===== src/rtl/conv_pkg.sv =====
`default_nettype none
// ============================================================================
// conv_pkg: shared types and helpers for the 3x3 convolution engine.
// Optional feature macro: CONV_RELU_EN selects unsigned (ReLU) clamping.
// Revision: 1.0
// ============================================================================
package conv_pkg;

  localparam int ACC_BITS = 21;

  typedef logic [8:0][31:0] kernel_t;

  typedef enum logic [1:0] {
    ST_IDLE  = 2'd0,
    ST_RUN   = 2'd1,
    ST_FLUSH = 2'd2
  } conv_state_t;

  // Returns the clamped value; the caller keeps the low 'bits' bits.
  function automatic int clamp_pix(input logic signed [ACC_BITS-1:0] v, input int bits);
    int sv;
    int hi;
    int lo;
    sv = int'(v);
`ifdef CONV_RELU_EN
    hi = (1 << bits) - 1;
    lo = 0;
`else
    hi = (1 << (bits - 1)) - 1;
    lo = -(1 << (bits - 1));
`endif
    if (sv > hi) return hi;
    if (sv < lo) return lo;
    return sv;
  endfunction

endpackage
`default_nettype wire


===== src/rtl/conv_line_buffer.sv =====
`default_nettype none
// ============================================================================
// conv_line_buffer: two IMG_W-deep row delay lines with shift enable,
// presenting the three vertically aligned pixels of the current column.
// Revision: 1.0
// ============================================================================
module conv_line_buffer
  import conv_pkg::*;
#(
  parameter int IMG_W      = 8,
  parameter int PIXEL_SIZE = 8
) (
  input  logic                  clk,
  input  logic                  reset,
  input  logic                  clr,
  input  logic                  en,
  input  logic [PIXEL_SIZE-1:0] pix,
  output logic [PIXEL_SIZE-1:0] tap_top,
  output logic [PIXEL_SIZE-1:0] tap_mid,
  output logic [PIXEL_SIZE-1:0] tap_bot
);

  logic [PIXEL_SIZE-1:0] line1 [IMG_W];
  logic [PIXEL_SIZE-1:0] line2 [IMG_W];

  // Tail of each line holds the pixel of the same column one/two rows back.
  assign tap_bot = pix;
  assign tap_mid = line1[IMG_W-1];
  assign tap_top = line2[IMG_W-1];

  always_ff @(posedge clk or negedge reset) begin
    if (!reset) begin
      for (int i = 0; i < IMG_W; i++) begin
        line1[i] <= '0;
        line2[i] <= '0;
      end
    end else if (clr) begin
      for (int i = 0; i < IMG_W; i++) begin
        line1[i] <= '0;
        line2[i] <= '0;
      end
    end else if (en) begin
      line1[0] <= pix;
      line2[0] <= line1[IMG_W-1];
      for (int i = 1; i < IMG_W; i++) begin
        line1[i] <= line1[i-1];
        line2[i] <= line2[i-1];
      end
    end
  end

endmodule
`default_nettype wire


===== src/rtl/conv3x3_engine.sv =====
`default_nettype none
// ============================================================================
// conv3x3_engine: streaming 3x3 valid-only convolution with a 3-stage MAC
// pipeline and requantising clamp. Macro CONV_RELU_EN: unsigned 0..255 output.
// Revision: 1.0
// ============================================================================
module conv3x3_engine
  import conv_pkg::*;
#(
  parameter int IMG_W      = 8,
  parameter int IMG_H      = 8,
  parameter int PIXEL_SIZE = 8,
  parameter int COEF_BITS  = 8,
  parameter int SHIFT      = 4
) (
  input  logic                  clk,
  input  logic                  reset,
  input  logic                  load_kernel,
  input  logic [8:0][31:0]      kernel,
  input  logic                  start,
  input  logic [PIXEL_SIZE-1:0] pixel_in,
  input  logic                  pixel_in_valid,
  output logic [PIXEL_SIZE-1:0] pixel_out,
  output logic                  pixel_out_valid,
  output logic                  conv_done,
  output logic                  busy
);

  localparam int CW = (IMG_W > 1) ? $clog2(IMG_W) : 1;
  localparam int RW = (IMG_H > 1) ? $clog2(IMG_H) : 1;

  conv_state_t state;
  logic [CW-1:0] col;
  logic [RW-1:0] row;

  logic signed [COEF_BITS-1:0] coef [9];
  logic [PIXEL_SIZE-1:0]       win  [3][3];
  logic [PIXEL_SIZE-1:0]       tap  [3];
  logic                        win_valid;
  logic                        win_last;

  logic signed [ACC_BITS-1:0] prod_c [9];
  logic signed [ACC_BITS-1:0] prod   [9];
  logic signed [ACC_BITS-1:0] rsum_c [3];
  logic signed [ACC_BITS-1:0] rsum   [3];
  logic signed [ACC_BITS-1:0] total_c;
  logic                       v1, v2, l1, l2;

  logic accept;
  logic last_pix;

  // A start in the same cycle as a pixel takes priority; the pixel is dropped.
  assign accept   = (state == ST_RUN) && pixel_in_valid && !start;
  assign last_pix = (col == CW'(IMG_W - 1)) && (row == RW'(IMG_H - 1));

  conv_line_buffer #(
    .IMG_W      (IMG_W),
    .PIXEL_SIZE (PIXEL_SIZE)
  ) u_line_buffer (
    .clk     (clk),
    .reset   (reset),
    .clr     (start),
    .en      (accept),
    .pix     (pixel_in),
    .tap_top (tap[0]),
    .tap_mid (tap[1]),
    .tap_bot (tap[2])
  );

  always_ff @(posedge clk or negedge reset) begin
    if (!reset) begin
      for (int k = 0; k < 9; k++) coef[k] <= '0;
    end else if (load_kernel) begin
      for (int k = 0; k < 9; k++) coef[k] <= COEF_BITS'(kernel[k]);
    end
  end

  // Control FSM, raster counters and the 3x3 window.
  always_ff @(posedge clk or negedge reset) begin
    if (!reset) begin
      state     <= ST_IDLE;
      busy      <= 1'b0;
      col       <= '0;
      row       <= '0;
      win_valid <= 1'b0;
      win_last  <= 1'b0;
      for (int r = 0; r < 3; r++)
        for (int c = 0; c < 3; c++) win[r][c] <= '0;
    end else begin
      win_valid <= 1'b0;
      win_last  <= 1'b0;
      if (start) begin
        state <= ST_RUN;
        busy  <= 1'b1;
        col   <= '0;
        row   <= '0;
      end else begin
        case (state)
          ST_IDLE: ;
          ST_RUN: begin
            if (accept) begin
              win_valid <= (row >= RW'(2)) && (col >= CW'(2));
              win_last  <= last_pix;
              if (col == CW'(IMG_W - 1)) begin
                col <= '0;
                row <= (row == RW'(IMG_H - 1)) ? '0 : row + 1'b1;
              end else begin
                col <= col + 1'b1;
              end
              if (last_pix) state <= ST_FLUSH;
            end
          end
          ST_FLUSH: begin
            if (conv_done) begin
              state <= ST_IDLE;
              busy  <= 1'b0;
            end
          end
          default: state <= ST_IDLE;
        endcase
      end
      if (accept) begin
        for (int r = 0; r < 3; r++) begin
          win[r][0] <= win[r][1];
          win[r][1] <= win[r][2];
          win[r][2] <= tap[r];
        end
      end
    end
  end

  always_comb begin
    for (int r = 0; r < 3; r++)
      for (int c = 0; c < 3; c++)
        prod_c[r*3+c] = $signed(ACC_BITS'({1'b0, win[r][c]})) * ACC_BITS'(coef[r*3+c]);
    for (int r = 0; r < 3; r++)
      rsum_c[r] = prod[r*3] + prod[r*3+1] + prod[r*3+2];
    total_c = rsum[0] + rsum[1] + rsum[2];
  end

  // MAC pipeline: products, row sums, total + shift + clamp.
  always_ff @(posedge clk or negedge reset) begin
    if (!reset) begin
      for (int k = 0; k < 9; k++) prod[k] <= '0;
      for (int r = 0; r < 3; r++) rsum[r] <= '0;
      v1              <= 1'b0;
      v2              <= 1'b0;
      l1              <= 1'b0;
      l2              <= 1'b0;
      pixel_out       <= '0;
      pixel_out_valid <= 1'b0;
      conv_done       <= 1'b0;
    end else begin
      v1              <= win_valid && !start;
      l1              <= win_last && !start;
      v2              <= v1 && !start;
      l2              <= l1 && !start;
      pixel_out_valid <= v2 && !start;
      conv_done       <= v2 && l2 && !start;
      if (win_valid) begin
        for (int k = 0; k < 9; k++) prod[k] <= prod_c[k];
      end
      if (v1) begin
        for (int r = 0; r < 3; r++) rsum[r] <= rsum_c[r];
      end
      if (v2) pixel_out <= PIXEL_SIZE'(clamp_pix(total_c >>> SHIFT, PIXEL_SIZE));
    end
  end

endmodule
`default_nettype wire

===== config.mk =====
export PLATFORM = sky130hd
export DESIGN_NAME = conv3x3_engine
export DESIGN_NICKNAME = d
export VERILOG_FILES = /design/src/rtl/conv_pkg.sv /design/src/rtl/conv_line_buffer.sv /design/src/rtl/conv3x3_engine.sv
export SDC_FILE = /design/constraint.sdc
export NUM_CORES = 2
export LEC_CHECK = 0
export CORE_UTILIZATION = 50
export DETAILED_ROUTE_END_ITERATION = 7
export PLACE_DENSITY = 0.72
export SETUP_SLACK_MARGIN = 0.3
export SLEW_MARGIN = 0
export SYNTH_ARGS = -nofsm -noshare
export SYNTH_HDL_FRONTEND = slang
export SYNTH_SLANG_ARGS = --single-unit

===== constraint.sdc =====
create_clock -name clk -period 4.3 [get_ports clk]
set_clock_uncertainty 0.05 [all_clocks]
set_input_delay 0.86 -clock clk [delete_from_list [all_inputs] [get_ports clk]]
set_output_delay 0.86 -clock clk [all_outputs]
set_load 0.1 [all_outputs]

# [Word level (Yosys, flattened, before mapping)]
# Index checks and enable logic that the tools add are counted.
[totals] output_inout_bits=11 input_bits=301 reg_bits=549 wordCells=148
[classes] mul=9 reduce_logical=22 n_eq_ne=8 magnitude_cmp=4 add_sub_neg=10 n_mux=36
[ops] op="$mux W64" n=4
[ops] op="$add A21 B21 Y21" n=8
[ops] op="$mul A9 B8 Y17" n=9
[ops] op="$mux W3" n=9
[ops] op="$mux W8" n=3
[ops] op="$gt A17 B8 Y1 const B" n=1
[ops] op="$lt A17 B8 Y1 const B" n=1
[ops] op="$mux W1" n=14
[ops] op="$logic_and A1 B1 Y1" n=11
[ops] op="$reduce_bool A2 Y1" n=5
[ops] op="$ne A3 B3 Y1 const B" n=3
[ops] op="$mux W2" n=4
[ops] op="$mux W7" n=1
[ops] op="$add A3 B1 Y3 const B" n=2
[ops] op="$eq A3 B3 Y1 const B" n=2
[ops] op="$ge A3 B2 Y1 const B" n=2
[ops] op="$pmux W2 S3" n=1
[ops] op="$reduce_and A2 Y1" n=2
[ops] op="$reduce_and A4 Y1" n=1
[ops] op="$reduce_and A3 Y1" n=1
[ops] op="$eq A2 B1 Y1 const B" n=1
[ops] op="$eq A2 B2 Y1 const B" n=1
[ops] op="$logic_not A2 Y1" n=1
[ops] op="$ne A2 B2 Y1 const B" n=1
[ops] op="$logic_not A1 Y1" n=1

# [Depth between registers and ports, before layout]
[logic_depth] ltp_word=9 depth_mapped=22 depth_no_buf=21

# [Modules after synthesis]
# A second synthesis with hierarchy kept.
[unflattened] cells_unflattened=4196 area_unflattened_um2=43391.6
[modules_own_cells] mod="conv3x3_engine" seq_area_each_um2=9634.2 area_per_inst_um2=37918.9 cells_per_inst=3760 instances=1
[modules_own_cells] mod="conv_line_buffer" seq_area_each_um2=3203.1 area_per_inst_um2=5472.7 cells_per_inst=436 instances=1

# [Least setup slack after synthesis]
# Ideal clock, no wire load.
[synth_timing] path_kind="flip-flop to flip-flop" startpoint="register win[53] (netlist bit)" endpoint="register prod[141] (netlist bit)" setup_ps=129 path_stages_with_launch=20 arrival_time_ps=4495 path_slack_ps=-374 required_time_ps=4121 synth_period_minus_slack_ps=4674 n_path_buf=1 path_cell_list="dfrtp_1 > clkbuf_1 > and2_1 > fa_1 > inv_1 > fa_1 > inv_1 > fa_1 > inv_1 > fa_1 > inv_1 > ha_1 > inv_1 > o21ai_0 > a21oi_1 > o21ai_0 > a211o_1 > a2111oi_0 > or4_1 > nand3_1"
[synth_via] elab_chain_cells=1
[synth_lines] element="from (decl)" line_no="conv3x3_engine.sv:37" rtl="logic [PIXEL_SIZE-1:0] win [3][3];"
[synth_lines] element="from (signal, indexed assignment)" line_no="conv3x3_engine.sv:124" rtl="win[r][0] <= win[r][1];"
[synth_lines] element="from (signal, indexed assignment)" line_no="conv3x3_engine.sv:125" rtl="win[r][1] <= win[r][2];"
[synth_lines] element="from (signal, indexed assignment)" line_no="conv3x3_engine.sv:126" rtl="win[r][2] <= tap[r];"
[synth_lines] element="$mul A9 B8 Y17" line_no="conv3x3_engine.sv:135" rtl="prod_c[r*3+c] = $signed(ACC_BITS'({1'b0, win[r][c]})) * ACC_BITS'(coef[r*3+c]);"
[synth_lines] element="to (decl)" line_no="conv3x3_engine.sv:43" rtl="logic signed [ACC_BITS-1:0] prod [9];"
# Every way passes these cells.
# A chain may end at the register's enable or synchronous reset.

# [Worst setup path in the final report]
[layout_timing] startpoint="register win[59] (netlist bit)" endpoint="register prod[162] (netlist bit)"
# The elaborated chain is that of the path after synthesis.

==> results by group <==
Logic synthesis
  • YS warnings: 0
  • Post-synthesis instance total: 4363
  • Post-Syn Nets: 5532
  • Share of the synthesized area in the top cell type: 29.8%
  • Asr flop ratio synth: 100%
  • Synth top area cells: dfrtp_1 30%, fa_1 19%, ha_1 13%, mux2_2 6.5%, inv_1 5.6%
  • Synthesized area: 43100 sq um
  • Mean Syn Cell Area: 9.88 sq um
  • Unique masters post-synth: 67
  • EDFF count, synth: 0
  • Register area share after synthesis: 29.8%
  • Post-synth top flop: dfrtp_1
  • Seq cells post-synth: 513
  • Largest area contributor in the netlist: dfrtp_1

Critical path
  • Worst setup SP type: flip-flop
  • Cell family with most CP delay: adder cells
  • CP Capture Point: prod[162]
  • CP Max Fanout: 6
  • Worst r2r dst: prod[162]
  • CP peak stage delay: 540 ps
  • Worst path depth: 16
  • WS Path Type: reg2reg
  • Cell breakdown of the critical path: and2_4 -> fa_1 -> inv_2 -> fa_1 -> inv_1 -> fa_1 -> fa_1 -> ha_4 -> inv_4 -> o21ai_4 -> a21oi_4 -> o21ai_2 -> a211o_1 -> a2111oi_4 -> or4b_4 -> nand3_2
  • R2R Path Start: win[59]
  • Reg2Reg Setup Slack: -350 ps
  • Critical Path Start: win[59]
  • Most frequent CP cell: fa_1
  • CP arrival: 5180 ps
  • Required time worst endpoint: 4830 ps
  • Bufs and invs on worst path: 3
  • CP Capture Type: flip-flop
  • R2R cell count: 16
  • Slowest-stage cell, CP: fa_1

STA
  • Setup TNS: -6920 ps
  • RSZ-0062 raised after global routing: true
  • Slew headroom: 22.2%
  • Crit share post-route: 108%
  • Max Transition Viols Final: 0
  • Fmax: 215 MHz
  • Final hold viol count: 0
  • Final setup viols: 48
  • Post-route worst setup slack: -347 ps
  • Worst-margin pin slew: 1160 ps
  • Fin crit period: 4650 ps

Clock network
  • Max H-tree Level: 2
  • Root buf cell: clkbuf_16
  • # hold bufs at CTS: 0
  • TritonCTS Buffers: 60
  • CTS tree: done
  • Clk slew on worst S/H paths: 70 ps
  • Clock latency at the later pin of the worst-skew pair: 650 ps
  • Clock Sinks: 513
  • Clock buffer depth: 3

Global routing
  • Vias in the first global route: 33518
  • Global route overflow: 0
  • First-pass GRT wire length: 170000 um
  • Initial antenna violation count: 0
  • GR Util All Layers: 24.2%
  • Largest net degree at the start of global routing: 95

Finish
  • Share of layout cells above drive strength 1: 27.6%
  • Fillers: 6605
  • Fin util: 62.8%
  • # diodes: 0
  • Register Area: 12900 sq um
  • Layout Cells excl Fill: 6033
  • Final #Nets: 6007
  • Area growth syn-to-layout: 24.2%
  • Multi-input gate area: 29600 sq um

Drt
  • Drt pass-1 iters: 5
  • DRC errors left: 0
  • Final ANT Viol Nets: 0
  • DR vias: 32139
  • DRT Wirelength: 104000 um
  • Vias per inst: 5.33
  • DRT iter0 DRCs: 2002
  • Wirelength per Cell: 17.2 um

Outcome
  • Failing checks: setup timing
  • Status: finished, violations left

Power and ir drop
  • Max rail drop VDD: 0.653 mV
  • P_leak: 27.0 nW
  • Pwr dens: 416 nW/um^2

Die
  • Height of the die: 296 um
  • Standard-cell rows: 107
  • Top Ports: 312
  • Core Footprint: 85300 sq um
  • Starting Density: 50.5%
  • Die area: 87400 sq um
  • Die X: 296 um

Place
  • RD Place Congestion: 0.882
  • Post-place setup slack: -388 ps
  • Placed cells: 5792
  • Port bufs: 95
  • Hpwl dp: 75200 um

Job
  • Max-cap violations: 0

Hold path
  • Min-Delay Path Class: in2async
-- layout by cell type (no fill, tap or decap), drive strengths merged, types with 15 or more instances in the layout --
| cell | n |
|---|---|
| o21a | 30 |
| nor2 | 123 |
| mux2 | 247 |
| nand3 | 36 |
| ha | 462 |
| clkbuf | 79 |
| o31ai | 35 |
| a21oi | 216 |
| nor3 | 55 |
| xnor2 | 97 |
| clkinv | 15 |
| buf | 483 |
| fa | 406 |
| inv | 644 |
| or3 | 21 |
| nand2b | 46 |
| nand2 | 581 |
| o21ai | 134 |
| a21boi | 21 |
| and2 | 279 |
| nor2b | 30 |
| dfrtp | 513 |
| clkdlybuf4s50 | 92 |
| a21o | 41 |
-- where the power goes --
group          internal (mW)  switching, mW  total [mW]  leakage, nW
Combinational           5.84           5.54        11.4         19.1
Clock                   3.41           2.24        5.65         1.06
Sequential              4.98          0.263        5.25         6.82
-- kinds of logic after synthesis --
group	share of synthesized area (%)
AOI/OAI and AO/OA	8.65
muxes	6.55
adders and majority gates	32.3
and+or+nand+nor	13.6
buffers and inverters	6.99
DFF	29.8
xor gates and xnor gates	2.19
-- sequential cells by signal, summed over array words and instances (netlist names) --
| register | flops |
|---|---|
| prod | 153 |
| pixel_out | 8 |
| row | 3 |
| u_line_buffer.tap_mid | 8 |
| busy | 1 |
| pixel_out_valid | 1 |
| u_line_buffer.line1 | 56 |
| v2 | 1 |
| state | 2 |
| u_line_buffer.tap_top | 8 |
| l2 | 1 |
| u_line_buffer.line2 | 56 |
| col | 3 |
| coef | 72 |
| win | 72 |
| conv_done | 1 |
| l1 | 1 |
| win_valid | 1 |
| rsum | 63 |
| v1 | 1 |
| win_last | 1 |
-- per-layer routing --
| layer | part of all wire [%] | global-route usage (%) | vias to the layer above | routed length (um) |
|---|---|---|---|---|
| li1 | - | - | 15136 | - |
| met1 | 44 | 32.7 | 16244 | 45900 |
| met2 | 49 | 40.8 | 597 | 51000 |
| met3 | 4.3 | 2.88 | 162 | 4440 |
| met4 | 2.5 | 7.25 | 0 | 2620 |
| met5 | 0 | 0 | - | 0 |
-- synthesized netlist by cell type (all sizes together) (9+ instances only) --
library cell	instances
nand2b	46
o21ai	134
nand2	581
mux2	247
nor2	123
xor2	11
o31ai	35
dfrtp	513
o21a	30
a211o	13
a2111oi	10
a21o	41
nand3	36
o211ai	13
nor2b	30
nor3	55
fa	406
o311ai	9
a21oi	216
o2111a	9
inv	640
a211oi	13
or2	9
and2	279
ha	462
a221o	9
clkbuf	154
or3	21
a21boi	21
xnor2	97
-- per-stage QoR --
stage / hold slack (ps) / total power [mW] / area (sq um)
6_report: 136 / 22.3 / 53600
5_1_grt: 156 / 23.8 / 53600
4_1_cts: 131 / 21.3 / 52500
3_5_place_dp: 389 / 14.2 / 48400
3_3_place_gp: 384 / 14.0 / 48400
2_1_floorplan: 378 / 11.3 / 44000
-- area by class of cell --
class	instances	area share, %
clock buffers	79	3.12
clock inverters	34	0.953
inverters	641	4.51
multi-input cells	3047	55.3
flip-flops and latches	513	24.2
well taps	1144	2.67
repair buffers	575	9.33
-- worst min path at each step --
stage,start,endpoint,slack (ps),depth (start not counted)
final,reset,coef[67],140,1
after global routing,reset,coef[67],160,1
after CTS,reset,coef[67],130,1
after detailed placement,l2,conv_done,390,1
after global placement,l2,conv_done,380,1
after floorplan,l2,conv_done,380,1
-- what timing repair did --
action,4_1_cts,5_1_grt
setup endpoints to repair,75,92
buffers inserted,87,41
pin swaps,259,155
resized for setup,366,186
gates cloned,0,0
No activity file was read; power rests on OpenSTA's default activity.
